[src/rtl/mem_arb_pkg.sv]
// Shared types and encodings for the two-port memory arbiter.
package mem_arb_pkg;

    typedef enum logic [1:0] {
        IDLE   = 2'd0,
        ACCESS = 2'd1,
        DONE   = 2'd2,
        ERR    = 2'd3
    } state_t;

    localparam logic RW_READ  = 1'b1;
    localparam logic RW_WRITE = 1'b0;
    localparam logic OWNER_P0 = 1'b0;
    localparam logic OWNER_P1 = 1'b1;

endpackage

[src/rtl/mem_arb_rr.sv]
// Combinational 2-way round-robin picker: on a tie the port that did not go last wins.
module mem_arb_rr
    import mem_arb_pkg::*;
(
    input  logic req0,
    input  logic req1,
    input  logic last_owner,
    output logic valid,
    output logic id
);

    always_comb begin
        valid = req0 | req1;
        id    = OWNER_P0;
        if (req0 && req1) begin
            id = (last_owner == OWNER_P0) ? OWNER_P1 : OWNER_P0;
        end else if (req1) begin
            id = OWNER_P1;
        end
    end

endmodule

[src/rtl/mem_arbiter.sv]
// Serialises two requesters onto one memory with an mfc handshake, round-robin
// arbitration on contention and a per-access mfc timeout.
module mem_arbiter
    import mem_arb_pkg::*;
#(
    parameter int unsigned ADDR_W  = 16,
    parameter int unsigned DATA_W  = 16,
    parameter int unsigned TIMEOUT = 255
) (
    input  logic              clk,
    input  logic              reset,
    input  logic              r0_req,
    input  logic              r0_rw,
    input  logic [ADDR_W-1:0] r0_addr,
    input  logic [DATA_W-1:0] r0_wdata,
    input  logic              r1_req,
    input  logic              r1_rw,
    input  logic [ADDR_W-1:0] r1_addr,
    input  logic [DATA_W-1:0] r1_wdata,
    output logic              r0_done,
    output logic              r0_err,
    output logic              r1_done,
    output logic              r1_err,
    output logic [DATA_W-1:0] rdata,
    output logic              mem_enable,
    output logic              mem_rw,
    output logic [ADDR_W-1:0] mem_addr,
    output logic [DATA_W-1:0] mem_data_in,
    input  logic [DATA_W-1:0] mem_data_out,
    input  logic              mem_mfc,
    output logic              busy,
    output logic              owner
);

    localparam int unsigned CNT_W = $clog2(TIMEOUT);

    state_t             state, state_d;
    logic               last_owner;
    logic               gnt_valid, gnt_id;
    logic               cmd_rw;
    logic [ADDR_W-1:0]  cmd_addr;
    logic [DATA_W-1:0]  cmd_wdata;
    logic [CNT_W-1:0]   cnt;
    logic               timeout_hit;

    mem_arb_rr u_rr (
        .req0       (r0_req),
        .req1       (r1_req),
        .last_owner (last_owner),
        .valid      (gnt_valid),
        .id         (gnt_id)
    );

    assign timeout_hit = (cnt == CNT_W'(TIMEOUT - 1));

    // Next-state logic; mfc takes priority over a simultaneous timeout.
    always_comb begin
        state_d = state;
        case (state)
            IDLE:    if (gnt_valid) state_d = ACCESS;
            ACCESS: begin
                if (mem_mfc)          state_d = DONE;
                else if (timeout_hit) state_d = ERR;
            end
            DONE:    state_d = IDLE;
            ERR:     state_d = IDLE;
            default: state_d = IDLE;
        endcase
    end

    always_ff @(posedge clk or negedge reset) begin
        if (!reset) state <= IDLE;
        else        state <= state_d;
    end

    // Command capture at grant, timeout count, read-data capture and fairness history.
    always_ff @(posedge clk or negedge reset) begin
        if (!reset) begin
            cmd_rw     <= RW_WRITE;
            cmd_addr   <= '0;
            cmd_wdata  <= '0;
            cnt        <= '0;
            owner      <= OWNER_P0;
            last_owner <= OWNER_P1;
            rdata      <= '0;
        end else begin
            case (state)
                IDLE: begin
                    if (gnt_valid) begin
                        owner     <= gnt_id;
                        cmd_rw    <= (gnt_id == OWNER_P1) ? r1_rw    : r0_rw;
                        cmd_addr  <= (gnt_id == OWNER_P1) ? r1_addr  : r0_addr;
                        cmd_wdata <= (gnt_id == OWNER_P1) ? r1_wdata : r0_wdata;
                        cnt       <= '0;
                    end
                end
                ACCESS: begin
                    cnt <= cnt + CNT_W'(1);
                    if (mem_mfc && (cmd_rw == RW_READ)) rdata <= mem_data_out;
                end
                DONE, ERR: last_owner <= owner;
                default: ;
            endcase
        end
    end

    // Outputs decode purely from registered state and command.
    assign busy        = (state != IDLE);
    assign mem_enable  = (state == ACCESS);
    assign mem_rw      = mem_enable ? cmd_rw    : RW_WRITE;
    assign mem_addr    = mem_enable ? cmd_addr  : '0;
    assign mem_data_in = mem_enable ? cmd_wdata : '0;
    assign r0_done     = (state == DONE) && (owner == OWNER_P0);
    assign r1_done     = (state == DONE) && (owner == OWNER_P1);
    assign r0_err      = (state == ERR)  && (owner == OWNER_P0);
    assign r1_err      = (state == ERR)  && (owner == OWNER_P1);

endmodule
[config.mk]
export PLATFORM = sky130hd
export DESIGN_NAME = mem_arbiter
export DESIGN_NICKNAME = d
export VERILOG_FILES = /design/src/rtl/mem_arb_pkg.sv /design/src/rtl/mem_arb_rr.sv /design/src/rtl/mem_arbiter.sv
export SDC_FILE = /design/constraint.sdc
export NUM_CORES = 1
export LEC_CHECK = 0
export ABC_AREA = 1
export CAP_MARGIN = 30
export CORE_UTILIZATION = 45
export CTS_CLUSTER_DIAMETER = 50
export DETAILED_ROUTE_END_ITERATION = 12
export PLACE_DENSITY = 0.85
export SYNTH_ARGS = -nofsm -noshare
export SYNTH_HDL_FRONTEND = slang
export SYNTH_SLANG_ARGS = --single-unit
[constraint.sdc]
create_clock -name clk -period 2.1 [get_ports clk]
set_input_delay 0.525 -clock clk [delete_from_list [all_inputs] [get_ports clk]]
set_output_delay 0.525 -clock clk [all_outputs]
set_load 0.03 [all_outputs]
# Yosys cells after proc, flatten, opt, wreduce, memory -nomap -nowiden
# Cells that the tools add are included.
[word_totals] regBits=61 elab_cells=46
[op_classes] add_sub_neg=1 eq_ne=6 muxes=15 bitwise=2 reduce_logical=14
[op_table] op="$mux W16" count=4
[op_table] op="$pmux W8 S2" count=1
[op_table] op="$add A8 B1 Y8 const B" count=1
[op_table] op="$eq A8 B8 Y1 const B" count=1
[op_table] op="$mux W8" count=1
[op_table] op="$reduce_and A2 Y1" count=4
[op_table] op="$logic_and A1 B1 Y1" count=6
[op_table] op="$mux W2" count=3
[op_table] op="$pmux W2 S3" count=1
[op_table] op="$mux W1" count=5
[op_table] op="$eq A2 B2 Y1 const B" count=2
[op_table] op="$reduce_bool A2 Y1" count=2
[op_table] op="$ne A3 B1 Y1 const B" count=1
[op_table] op="$eq A2 B1 Y1 const B" count=1
[op_table] op="$logic_not A2 Y1" count=1
[op_table] op="$ne A2 B2 Y1 const B" count=1
[op_table] op="$reduce_or A2 Y1" count=1
[op_table] op="$not A1 Y1" count=1
[op_table] op="$or A1 B1 Y1" count=1

# Depth between registers and ports, before layout
# Gate-level depths: netlist of the first run.
[depth] word_depth=4 depth_mapped=8 ltp_nobuf=7

# Cells and area by module
# From an unflattened synthesis of the first run, not the netlist that was laid out.
[unflattened] cells_unflattened=403 hier_area_um2=3143.0
[modules_own_cells] module="mem_arbiter" n_inst=1 cells_per_inst=400 area_per_inst_um2=3128.0 seq_area_each_um2=1527.7
[modules_own_cells] module="mem_arb_rr" n_inst=1 cells_per_inst=3 area_per_inst_um2=15.0 seq_area_each_um2=0.0

# Worst setup path before layout of the first run
# Ideal clock, no wire load.
[synth_timing] path_kind="register to output" startpoint="register state[1]" endpoint="output mem_addr[0]" arrival_ns=1.353 path_slack_ns=0.222 stages_incl_launch_ff=6 n_path_buf=2 cell_sequence="dfrtp_1 > nor2_4 > inv_2 > buf_2 > buf_2 > nor2_1"
[synth_between] elab_chain_cells=2
[synth_rtl] element="start, declared" line_no="mem_arbiter.sv:37" text="state_t state, state_d;"
[synth_rtl] element="start signal, assigned" line_no="mem_arbiter.sv:73" text="else state <= state_d;"
[synth_rtl] element="$eq A2 B1 Y1" line_no="mem_arbiter.sv:109" text="assign mem_enable = (state == ACCESS);"
[synth_rtl] element="$mux W16" line_no="mem_arbiter.sv:111" text="assign mem_addr = mem_enable ? cmd_addr : '0;"
[synth_rtl] element="end, declared" line_no="mem_arbiter.sv:27" text="output logic [ADDR_W-1:0] mem_addr,"
# Every way passes these cells.

# Worst setup path after layout of the first run
[layout_timing] startpoint="register owner" endpoint="output owner"
[layout_lines] element="start, declared" line_no="mem_arbiter.sv:32" text="output logic owner"
[layout_lines] element="start signal, assigned" line_no="mem_arbiter.sv:90" text="owner <= gnt_id;"
# No word-level cell between the ends.

==> results.py, run 1 <==
metrics = {
    "sta": {
        "drv_slew": 0,
        "rsz0062_at_grt": "false",
        "fmax_mhz": 495,
        "whs_ps": 154,
        "finalSetupViolCount": 0,
        "min_period_ps": 2020,
        "finalCritPeriodShare_pct": 96.1,
        "tightest_slew_ps": 501,
        "postLayoutSetupSlackWorst_ps": 81.4,
        "fin_tns_setup_ps": 0,
        "finalHoldViolations": 0,
        "relSlewSlack_pct": 66.6,
        "fin_skew_ps": 5.42,
    },
    "critical_path": {
        "critPathMaxFanout": 5,
        "arrival_ps": 1490,
        "critical_path.startpoint": "owner$_DFFE_PN0P_",
        "crit_path_end": "owner",
        "rr_startpoint": "state[1]$_DFFE_PN0P_",
        "crit_family": "buffers and inverters",
        "r2r_setup_slack_ps": 520,
        "worstRegToRegCells": 7,
        "worst_path_max_delay_cell": "clkdlybuf4s50_1",
        "crit_cells": 1,
        "path_buf_inv": 1,
        "crit_path_start_kind": "register",
        "r2r_end": "rdata[1]$_DFFE_PN0P_",
        "path_class": "reg -> out",
        "critPathMaxStageDelay_ps": 720,
        "end_kind": "primary output",
        "path_cells": "clkdlybuf4s50_1",
        "worstPathRequired_ps": 1570,
    },
    "synth": {
        "synth_top_area_share_pct": 46.8,
        "ys_seq_elements": 61,
        "yosys-top-cells-area": "dfrtp_1, nand2_1, inv_1",
        "postSynth.asyncResetShare_pct": 100,
        "netlist_area_um2": 3210,
        "syn_nets": 527,
        "synth_flop_cell": "dfrtp_1",
        "yosysTopAreaCell": "dfrtp_1",
        "yosysSeqAreaShare_pct": 47.7,
        "syn_area_per_cell_um2": 7.32,
        "ys_types": 23,
        "synthCells": 438,
        "synth_edf_count": 0,
        "synth-warning-count": 0,
    },
    "cells_and_area": {
        "nets": 669,
        "syn_to_final_growth_pct": 52.2,
        "drive_gt1_share_pct": 12.3,
        "antenna_cells": 0,
        "final_cell_mix": "nand2_1, clkdlybuf4s50_1, inv_1",
        "mostFrequentLayoutCell": "nand2_1",
    },
    "clock_network": {
        "clk_pin_slew_worst_paths_ps": 60,
        "clockBufferDepth": 2,
        "cts-buffers-inserted": 9,
        "cts.sinks": 61,
        "h-tree-depth": 3,
        "root_buffer": "clkbuf_8",
        "cts_tree": "done",
        "clk_latency_ps": 330,
    },
    "floorplan": {
        "core_um2": 6830,
        "core.rowCount": 30,
        "ioPinCount": 143,
        "die_x_um": 86.4,
        "die_h_um": 86.4,
        "start_util_pct": 46.9,
        "dieArea_um2": 7460,
    },
    "global_route": {
        "grt_max_degree": 49,
        "grt_use_total_pct": 22.3,
        "first_global_vias": 2932,
        "antenna_found_initial": 0,
        "grt_pass1_wl_um": 12900,
        "grt.overflow.total": 0,
    },
    "pwr": {
        "power_density_nw_per_um2": 1370,
        "peakVddDrop_uv": 700,
        "p_leak_nw": 2.58,
    },
    "route": {
        "vias": 3163,
        "first_pass_iters": 4,
        "wl_per_cell_um": 11.6,
        "wl_um": 7870,
        "vias_per_cell": 4.64,
        "ant_nets": 0,
        "drtIter0Drc": 136,
        "drc": 0,
    },
    "place": {
        "io_buffers": 142,
        "detailedPlace.worstSlack_ps": 140,
        "place_hpwl_um": 5790,
        "gp_congestion": 0.802,
    },
    "min_path": {
        "worst_hold_path_type": "in -> async",
    },
    "job": {
        "maxCapViolations": 0,
    },
    "outcome": {
        "status": "complete, no violations",
    },
}
-- how the worst min path moves through the flow --
stage                               start                   endpoint  slack, ps  depth (start not counted)
global route                        reset  cmd_wdata[13]$_DFFE_PN0P_        190                          1
finish                              reset  cmd_wdata[11]$_DFFE_PN0P_        150                          1
CTS                                 reset  cmd_wdata[11]$_DFFE_PN0P_        160                          1
global placement     rdata[0]$_DFFE_PN0P_       rdata[0]$_DFFE_PN0P_        450                          2
detailed placement  rdata[10]$_DFFE_PN0P_      rdata[10]$_DFFE_PN0P_        460                          2
floorplan                           reset    cmd_addr[0]$_DFFE_PN0P_        230                          0
-- cell usage after synthesis, types with 3 or more instances --
cell and n:
a21oi_1 3, nand2_1 154, buf_2 15, nor2_1 42, dfrtp_1 60, o211ai_1 33
o21ai_0 8, inv_1 73, clkbuf_1 6, nand3_1 26, inv_2 3
-- kinds of logic (layout without fill, tap and decap cells) --
group / after synthesis / after routing / share of synthesized area, %
AO/OA/AOI/OAI: 46 / 46 / 9.95
flip-flops: 61 / 61 / 47.7
adder cells (fa/ha/maj): 2 / 2 / 0.781
buffers and inverters: 99 / 246 / 12.5
AND/OR/NAND/NOR: 230 / 230 / 29.1
-- report_power, final --
| group | switching, mW | leakage, nW | internal [mW] | total (mW) |
|---|---|---|---|---|
| Clock | 0.426 | 0.116 | 0.729 | 1.16 |
| Combinational | 2.20 | 1.70 | 1.32 | 3.52 |
| Sequential | 0.305 | 0.759 | 1.70 | 2.00 |
| Total | 2.93 | 2.58 | 3.75 | 6.68 |
-- final cells by class --
cell class,instances,area (um^2)
tap,96,120
clock inverter,4,70.1
multi-input combinational,278,1280
sequential,61,1530
timing repair buffer,154,1440
inverter,76,290
fill,547,1950
clock buffer,12,155
-- per-stage QoR --
step                util [%]  power [mW]  instance area (um^2)  std cells
floorplan                  -        4.23                  3210        438
global placement        68.1        5.48                  4650        664
detailed placement      68.1        5.55                  4650        664
CTS                     71.4        6.74                  4880        681
global route            71.4        7.17                  4880        681
finish                  71.4        6.68                  4880        681
-- flip-flops by register name, summed over array words and instances (netlist names) --
register and flops:
cmd_wdata 16, state 2, cmd_addr 16, rdata 16, last_owner 1, owner 1
cmd_rw 1, cnt 8
-- per-layer routing --
| metal | wire length (um) | vias to the layer above | track usage [%] |
|---|---|---|---|
| li1 | - | 1625 | - |
| met3 | 551 | 10 | 6.19 |
| met5 | 0 | - | 0 |
| met4 | 115 | 0 | 9.55 |
| met1 | 3350 | 1415 | 26.2 |
| met2 | 3860 | 113 | 38.5 |
-- what timing repair did --
item | 4_1_cts | 5_1_grt
hold buffers | 0 | 0
endpoints found under the setup margin | 39 | 33
hold endpoints to repair | 0 | 0
resized for setup | 7 | 3
setup buffers | 1 | 0
Note: power is estimated with default switching activity, not from simulation.
==> run 2: changes to the inputs <==
--- a/config.mk
+++ b/config.mk
@@ -11,6 +11,7 @@
 export CTS_CLUSTER_DIAMETER = 50
 export DETAILED_ROUTE_END_ITERATION = 12
 export PLACE_DENSITY = 0.85
+export RECOVER_POWER = 100
 export SYNTH_ARGS = -nofsm -noshare
 export SYNTH_HDL_FRONTEND = slang
 export SYNTH_SLANG_ARGS = --single-unit
==> run 2 against run 1 <==
Against the previous run: utilization is 1.3 points lower; combinational power decreased by 6.3%; setup slack better by 4.2 ps; sequential share of layout area rose by 0.59 points; flip-flop and latch count unchanged; total power decreased by 3.3%; clock power about the same; hold slack gained 260 ps; maximum frequency is 0.21% higher.
==> results.py, run 2 (synthesis gave the netlist of run 1 again) <==
metrics = {
    "route": {
        "drtIter0Drc": 123,
        "ant_nets": 0,
        "wl_um": 7840,
        "first_pass_iters": 4,
        "wl_per_cell_um": 11.5,
        "vias_per_cell": 4.69,
        "drc": 0,
        "vias": 3194,
    },
    "floorplan": {
        "start_util_pct": 46.9,
        "dieArea_um2": 7460,
        "core_um2": 6830,
        "die_h_um": 86.4,
        "ioPinCount": 143,
        "die_x_um": 86.4,
        "core.rowCount": 30,
    },
    "sta": {
        "fmax_mhz": 496,
        "finalCritPeriodShare_pct": 95.9,
        "min_period_ps": 2010,
        "tightest_slew_ps": 1200,
        "fin_tns_setup_ps": 0,
        "rsz0062_at_grt": "false",
        "drv_slew": 0,
        "relSlewSlack_pct": 20.1,
        "finalSetupViolCount": 0,
        "finalHoldViolations": 0,
        "fin_skew_ps": 5.62,
    },
    "cells_and_area": {
        "antenna_cells": 0,
        "nets": 669,
        "final_cell_mix": "nand2_1, clkdlybuf4s50_1, inv_1",
        "drive_gt1_share_pct": 11.6,
        "design_area_um2": 4790,
        "mostFrequentLayoutCell": "nand2_1",
        "fillers": 572,
        "top_regs": "cmd_addr: 16 flops, cmd_wdata: 16 flops, rdata: 16 flops",
        "syn_to_final_growth_pct": 49.4,
    },
    "pwr": {
        "power_switching_mw": 2.90,
        "comb_power_share_pct": 51.2,
        "power_density_nw_per_um2": 1350,
        "peakVddDrop_uv": 646,
        "p_leak_nw": 2.58,
        "intPower_mw": 3.55,
        "clkPwrFrac_pct": 17.9,
        "p_sw_share_pct": 45.0,
        "p_seq_share_pct": 30.9,
    },
    "critical_path": {
        "crit_family": "buffers and inverters",
        "worst_path_max_delay_cell": "clkdlybuf4s50_1",
        "arrival_ps": 1490,
        "worstPathRequired_ps": 1570,
        "crit_path_start_kind": "register",
        "path_class": "reg -> out",
        "path_cells": "clkdlybuf4s50_1",
        "critPathMaxFanout": 5,
        "path_buf_inv": 1,
        "end_kind": "primary output",
        "critPathMaxStageDelay_ps": 720,
    },
    "place": {
        "gp_congestion": 0.802,
        "io_buffers": 142,
        "place_hpwl_um": 5790,
        "placed_area_um2": 4650,
    },
    "clock_network": {
        "cts.sinks": 61,
        "clk_latency_ps": 330,
        "cts_tree": "done",
        "hold_buffers": 0,
        "cts-buffers-inserted": 9,
        "h-tree-depth": 3,
        "root_buffer": "clkbuf_8",
        "clockBufferDepth": 2,
        "clk_pin_slew_worst_paths_ps": 60,
    },
    "job": {
        "maxCapViolations": 0,
    },
    "global_route": {
        "first_global_vias": 2932,
        "grt_use_total_pct": 22.3,
        "antenna_found_initial": 0,
        "grt.overflow.total": 0,
        "grt_pass1_wl_um": 12900,
        "grt_max_degree": 49,
    },
    "min_path": {
        "worst_hold_path_type": "in -> async",
    },
    "outcome": {
        "status": "complete, no violations",
    },
}
==> run 2: cell types whose count changed in the layout (fill, tap and decap cells not counted), sizes merged <==
cell | before | now
clkbuf | 13 | 27
dlygate4sd3 | 0 | 17
clkdlybuf4s50 | 102 | 85
buf | 46 | 32
==> run 2: final cells by class <==
class | count | area (um^2) | area share [%]
inverter | 76 | 290 | 6.06
clock inverter | 4 | 70.1 | 1.46
clock buffer | 12 | 155 | 3.24
timing repair buffer | 154 | 1350 | 28.3
multi-input combinational | 278 | 1270 | 26.6
tap | 96 | 120 | 2.51
sequential | 61 | 1530 | 31.9
==> run 2: routing by layer <==
metal / global-route usage, % / part of all wire [%]
met1: 26.2 / 42
met2: 38.5 / 49
met3: 6.19 / 8.0
met4: 9.55 / 1.4
met5: 0 / 0
==> run 2: path summary, 6_finish.rpt <==
| kind | from | slack (ps) | end | depth (start not counted) |
|---|---|---|---|---|
| worst min register to register | rdata[0]$_DFFE_PN0P_ | 460 | rdata[0]$_DFFE_PN0P_ | 2 |
| worst max register to register | state[0]$_DFFE_PN0P_ | 350 | rdata[1]$_DFFE_PN0P_ | 8 |
| worst max-delay path | owner$_DFFE_PN0P_ | 90 | owner | 1 |
| min in group clk | rdata[0]$_DFFE_PN0P_ | 460 | rdata[0]$_DFFE_PN0P_ | 2 |
| worst min-delay path | reset | 420 | cmd_wdata[11]$_DFFE_PN0P_ | 1 |
| max in group asynchronous | reset | 490 | cmd_wdata[4]$_DFFE_PN0P_ | 2 |
==> run 2: power by group through the flow <==
| stage | clock network, mW | registers [mW] | logic [mW] |
|---|---|---|---|
| after floorplan | 0 | 2.24 | 1.99 |
| after global placement | 0 | 2.00 | 3.49 |
| after detailed placement | 0 | 2.01 | 3.54 |
| after CTS | 1.18 | 2.00 | 3.56 |
| after global routing | 1.24 | 2.07 | 3.64 |
| final | 1.15 | 2.00 | 3.30 |
==> run 2: what timing repair did <==
action	in CTS	in global routing
cloned	0	0
endpoints found under the setup margin	39	33
setup buffers	1	0
gates resized for setup	7	3
==> run 2: through the flow <==
| step | instances | utilization [%] | hold WS (ps) | power (mW) | setup WS (ps) |
|---|---|---|---|---|---|
| after floorplan | 438 | - | 229 | 4.23 | 222 |
| after global placement | 664 | 68.1 | 454 | 5.48 | 156 |
| after detailed placement | 664 | 68.1 | 458 | 5.55 | 140 |
| after CTS | 681 | 71.4 | 163 | 6.74 | 11.2 |
| after global routing | 681 | 70.1 | 492 | 6.95 | 18.5 |
| final | 681 | 70.1 | 418 | 6.45 | 85.6 |
==> run 3: changes to the inputs <==
--- a/config.mk
+++ b/config.mk
@@ -7,10 +7,11 @@
 export LEC_CHECK = 0
 export ABC_AREA = 1
 export CAP_MARGIN = 30
-export CORE_UTILIZATION = 45
+export CORE_UTILIZATION = 55
 export CTS_CLUSTER_DIAMETER = 50
 export DETAILED_ROUTE_END_ITERATION = 12
-export PLACE_DENSITY = 0.85
+export DONT_BUFFER_PORTS = 1
+export PLACE_DENSITY = 0.7
 export RECOVER_POWER = 100
 export SYNTH_ARGS = -nofsm -noshare
 export SYNTH_HDL_FRONTEND = slang
==> run 3 against run 2 <==
Against the previous run: total power shrank 8.0%; non-clock buffer count shrank 110; clock skew grew 2.2 ps; critical path depth grew 5; wire length shrank 11%; die area shrank 18%; setup slack lost 2.4 ps; global-route usage grew 1.8 points; utilization shrank 4.8 points; clock-buffer cell count is the same; highest routed layer unchanged; sequential share of layout area grew 10 points; register-to-register slack lost 100 ps.
==> results.py, run 3 (synthesis gave the netlist of run 1 again) <==
metrics = {
    "outcome": {
        "status": "complete, no violations",
    },
    "cells_and_area": {
        "mostFrequentLayoutCell": "nand2_1",
        "final_cell_count_no_fill": 547,
        "syn_to_final_growth_pct": 13.6,
        "nets": 559,
        "final_cell_mix": "nand2_1, inv_1, dfrtp_1",
        "drive_gt1_share_pct": 13.1,
        "fillers": 523,
        "design_area_um2": 3640,
        "top_regs": "cmd_addr: 16 flops, cmd_wdata: 16 flops, rdata: 16 flops",
        "antenna_cells": 0,
        "fin_util_pct": 65.3,
    },
    "sta": {
        "fin_skew_ps": 7.78,
        "min_period_ps": 2020,
        "finalSetupViolCount": 0,
        "relSlewSlack_pct": 0.931,
        "finalCritPeriodShare_pct": 96.0,
        "tightest_slew_ps": 1490,
        "drv_slew": 0,
        "finalHoldViolations": 0,
        "postLayoutSetupSlackWorst_ps": 83.2,
        "rsz0062_at_grt": "false",
        "fin_tns_setup_ps": 0,
        "fmax_mhz": 496,
    },
    "route": {
        "vias": 2779,
        "vias_per_cell": 5.08,
        "wl_um": 7010,
        "ant_nets": 0,
        "first_pass_iters": 4,
        "drc": 0,
        "drtIter0Drc": 143,
        "wl_per_cell_um": 12.8,
    },
    "clock_network": {
        "clk_pin_slew_worst_paths_ps": 70,
        "cts.sinks": 61,
        "root_buffer": "clkbuf_8",
        "cts-buffers-inserted": 9,
        "clk_latency_ps": 330,
        "clockBufferDepth": 2,
        "cts_tree": "done",
        "h-tree-depth": 3,
    },
    "place": {
        "detailedPlace.worstSlack_ps": 428,
        "io_buffers": 0,
        "gp_congestion": 0.805,
        "placed_area_um2": 3540,
        "place_hpwl_um": 4970,
        "placedCellCount": 530,
    },
    "global_route": {
        "first_global_vias": 2515,
        "antenna_found_initial": 0,
        "grt.overflow.total": 0,
        "grt_max_degree": 61,
        "grt_use_total_pct": 24.2,
        "grt_pass1_wl_um": 11400,
    },
    "floorplan": {
        "ioPinCount": 143,
        "start_util_pct": 57.5,
        "core.rowCount": 27,
        "dieArea_um2": 6140,
        "die_h_um": 78.3,
        "core_um2": 5570,
        "die_x_um": 78.3,
    },
    "critical_path": {
        "cpMostUsedCell": "inv_2",
        "end_kind": "primary output",
        "path_class": "reg -> out",
        "worst_path_max_delay_cell": "dfrtp_1",
        "worstPathRequired_ps": 1570,
        "critPathMaxFanout": 27,
        "critPathMaxStageDelay_ps": 410,
        "path_cells": "inv_2, nor2_4, inv_2, buf_12, nor2_1, buf_2",
        "arrival_ps": 1490,
        "crit_path_start_kind": "register",
    },
    "pwr": {
        "p_leak_nw": 2.09,
        "peakVddDrop_uv": 811,
        "power_density_nw_per_um2": 1630,
    },
    "job": {
        "maxCapViolations": 0,
    },
    "min_path": {
        "worst_hold_path_type": "in -> async",
    },
}
[run 3: cell count changes in the layout (fill, tap and decap cells not counted), moves of 2 or more]
| cell | change |
|---|---|
| clkdlybuf4s50_1 | -85 |
| dlygate4sd3_1 | -17 |
| buf_2 | -12 |
| clkbuf_2 | +12 |
| dlygate4sd2_1 | -5 |
| buf_4 | -4 |
| clkbuf_1 | +2 |
[run 3: layer usage]
layer  track usage, %  vias up  wire length, um
met5                0        -                0
met4             10.2        0              109
met3             6.51       10              501
met2             39.9      116             3310
met1             29.8     1243             3080
li1                 -     1410                -
[run 3: path summary, 6_finish.rpt]
path	to	slack, ps	from	cells after the start
hold reg to reg	last_owner$_DFFE_PN1P_	470	last_owner$_DFFE_PN1P_	2
setup reg to reg	rdata[12]$_DFFE_PN0P_	250	state[0]$_DFFE_PN0P_	8
max in group asynchronous	cmd_rw$_DFFE_PN0P_	680	reset	1
min in group clk	state[0]$_DFFE_PN0P_	300	mem_mfc	1
hold / removal	last_owner$_DFFE_PN1P_	30	reset	0
setup / recovery	mem_data_in[10]	80	state[0]$_DFFE_PN0P_	6
[run 3: where the power goes]
group | switching, mW | internal [mW]
sequential | 0.615 | 1.69
clock | 0.458 | 0.577
combinational | 1.81 | 0.789
[run 3: critical path, delay by kind of cell, from the launching register on]
family / cells / cell delay, ps
flip-flops: 1 / 410
buffers and inverters: 4 / 500
AND/OR/NAND/NOR: 2 / 220
[run 3: final cells by class]
| class | instances | area (um^2) | area share (%) |
|---|---|---|---|
| timing repair buffer | 44 | 275 | 7.56 |
| clock inverter | 4 | 47.5 | 1.31 |
| sequential | 61 | 1530 | 42.0 |
| inverter | 76 | 285 | 7.84 |
| tap | 72 | 90.1 | 2.47 |
| multi-input combinational | 278 | 1270 | 34.9 |
| clock buffer | 12 | 145 | 3.99 |
[run 3: repair_timing]
item	4_1_cts	5_1_grt
endpoints found under the hold margin	60	0
resized for setup	0	0
buffers inserted	0	0
hold buffers	1	0
[run 3: per-stage QoR]
stage	total power [mW]	hold slack, ps
final	5.94	27.7
after global routing	6.38	5.54
after CTS	6.17	14.4
after detailed placement	5.09	231
after global placement	5.01	231
after floorplan	4.23	229
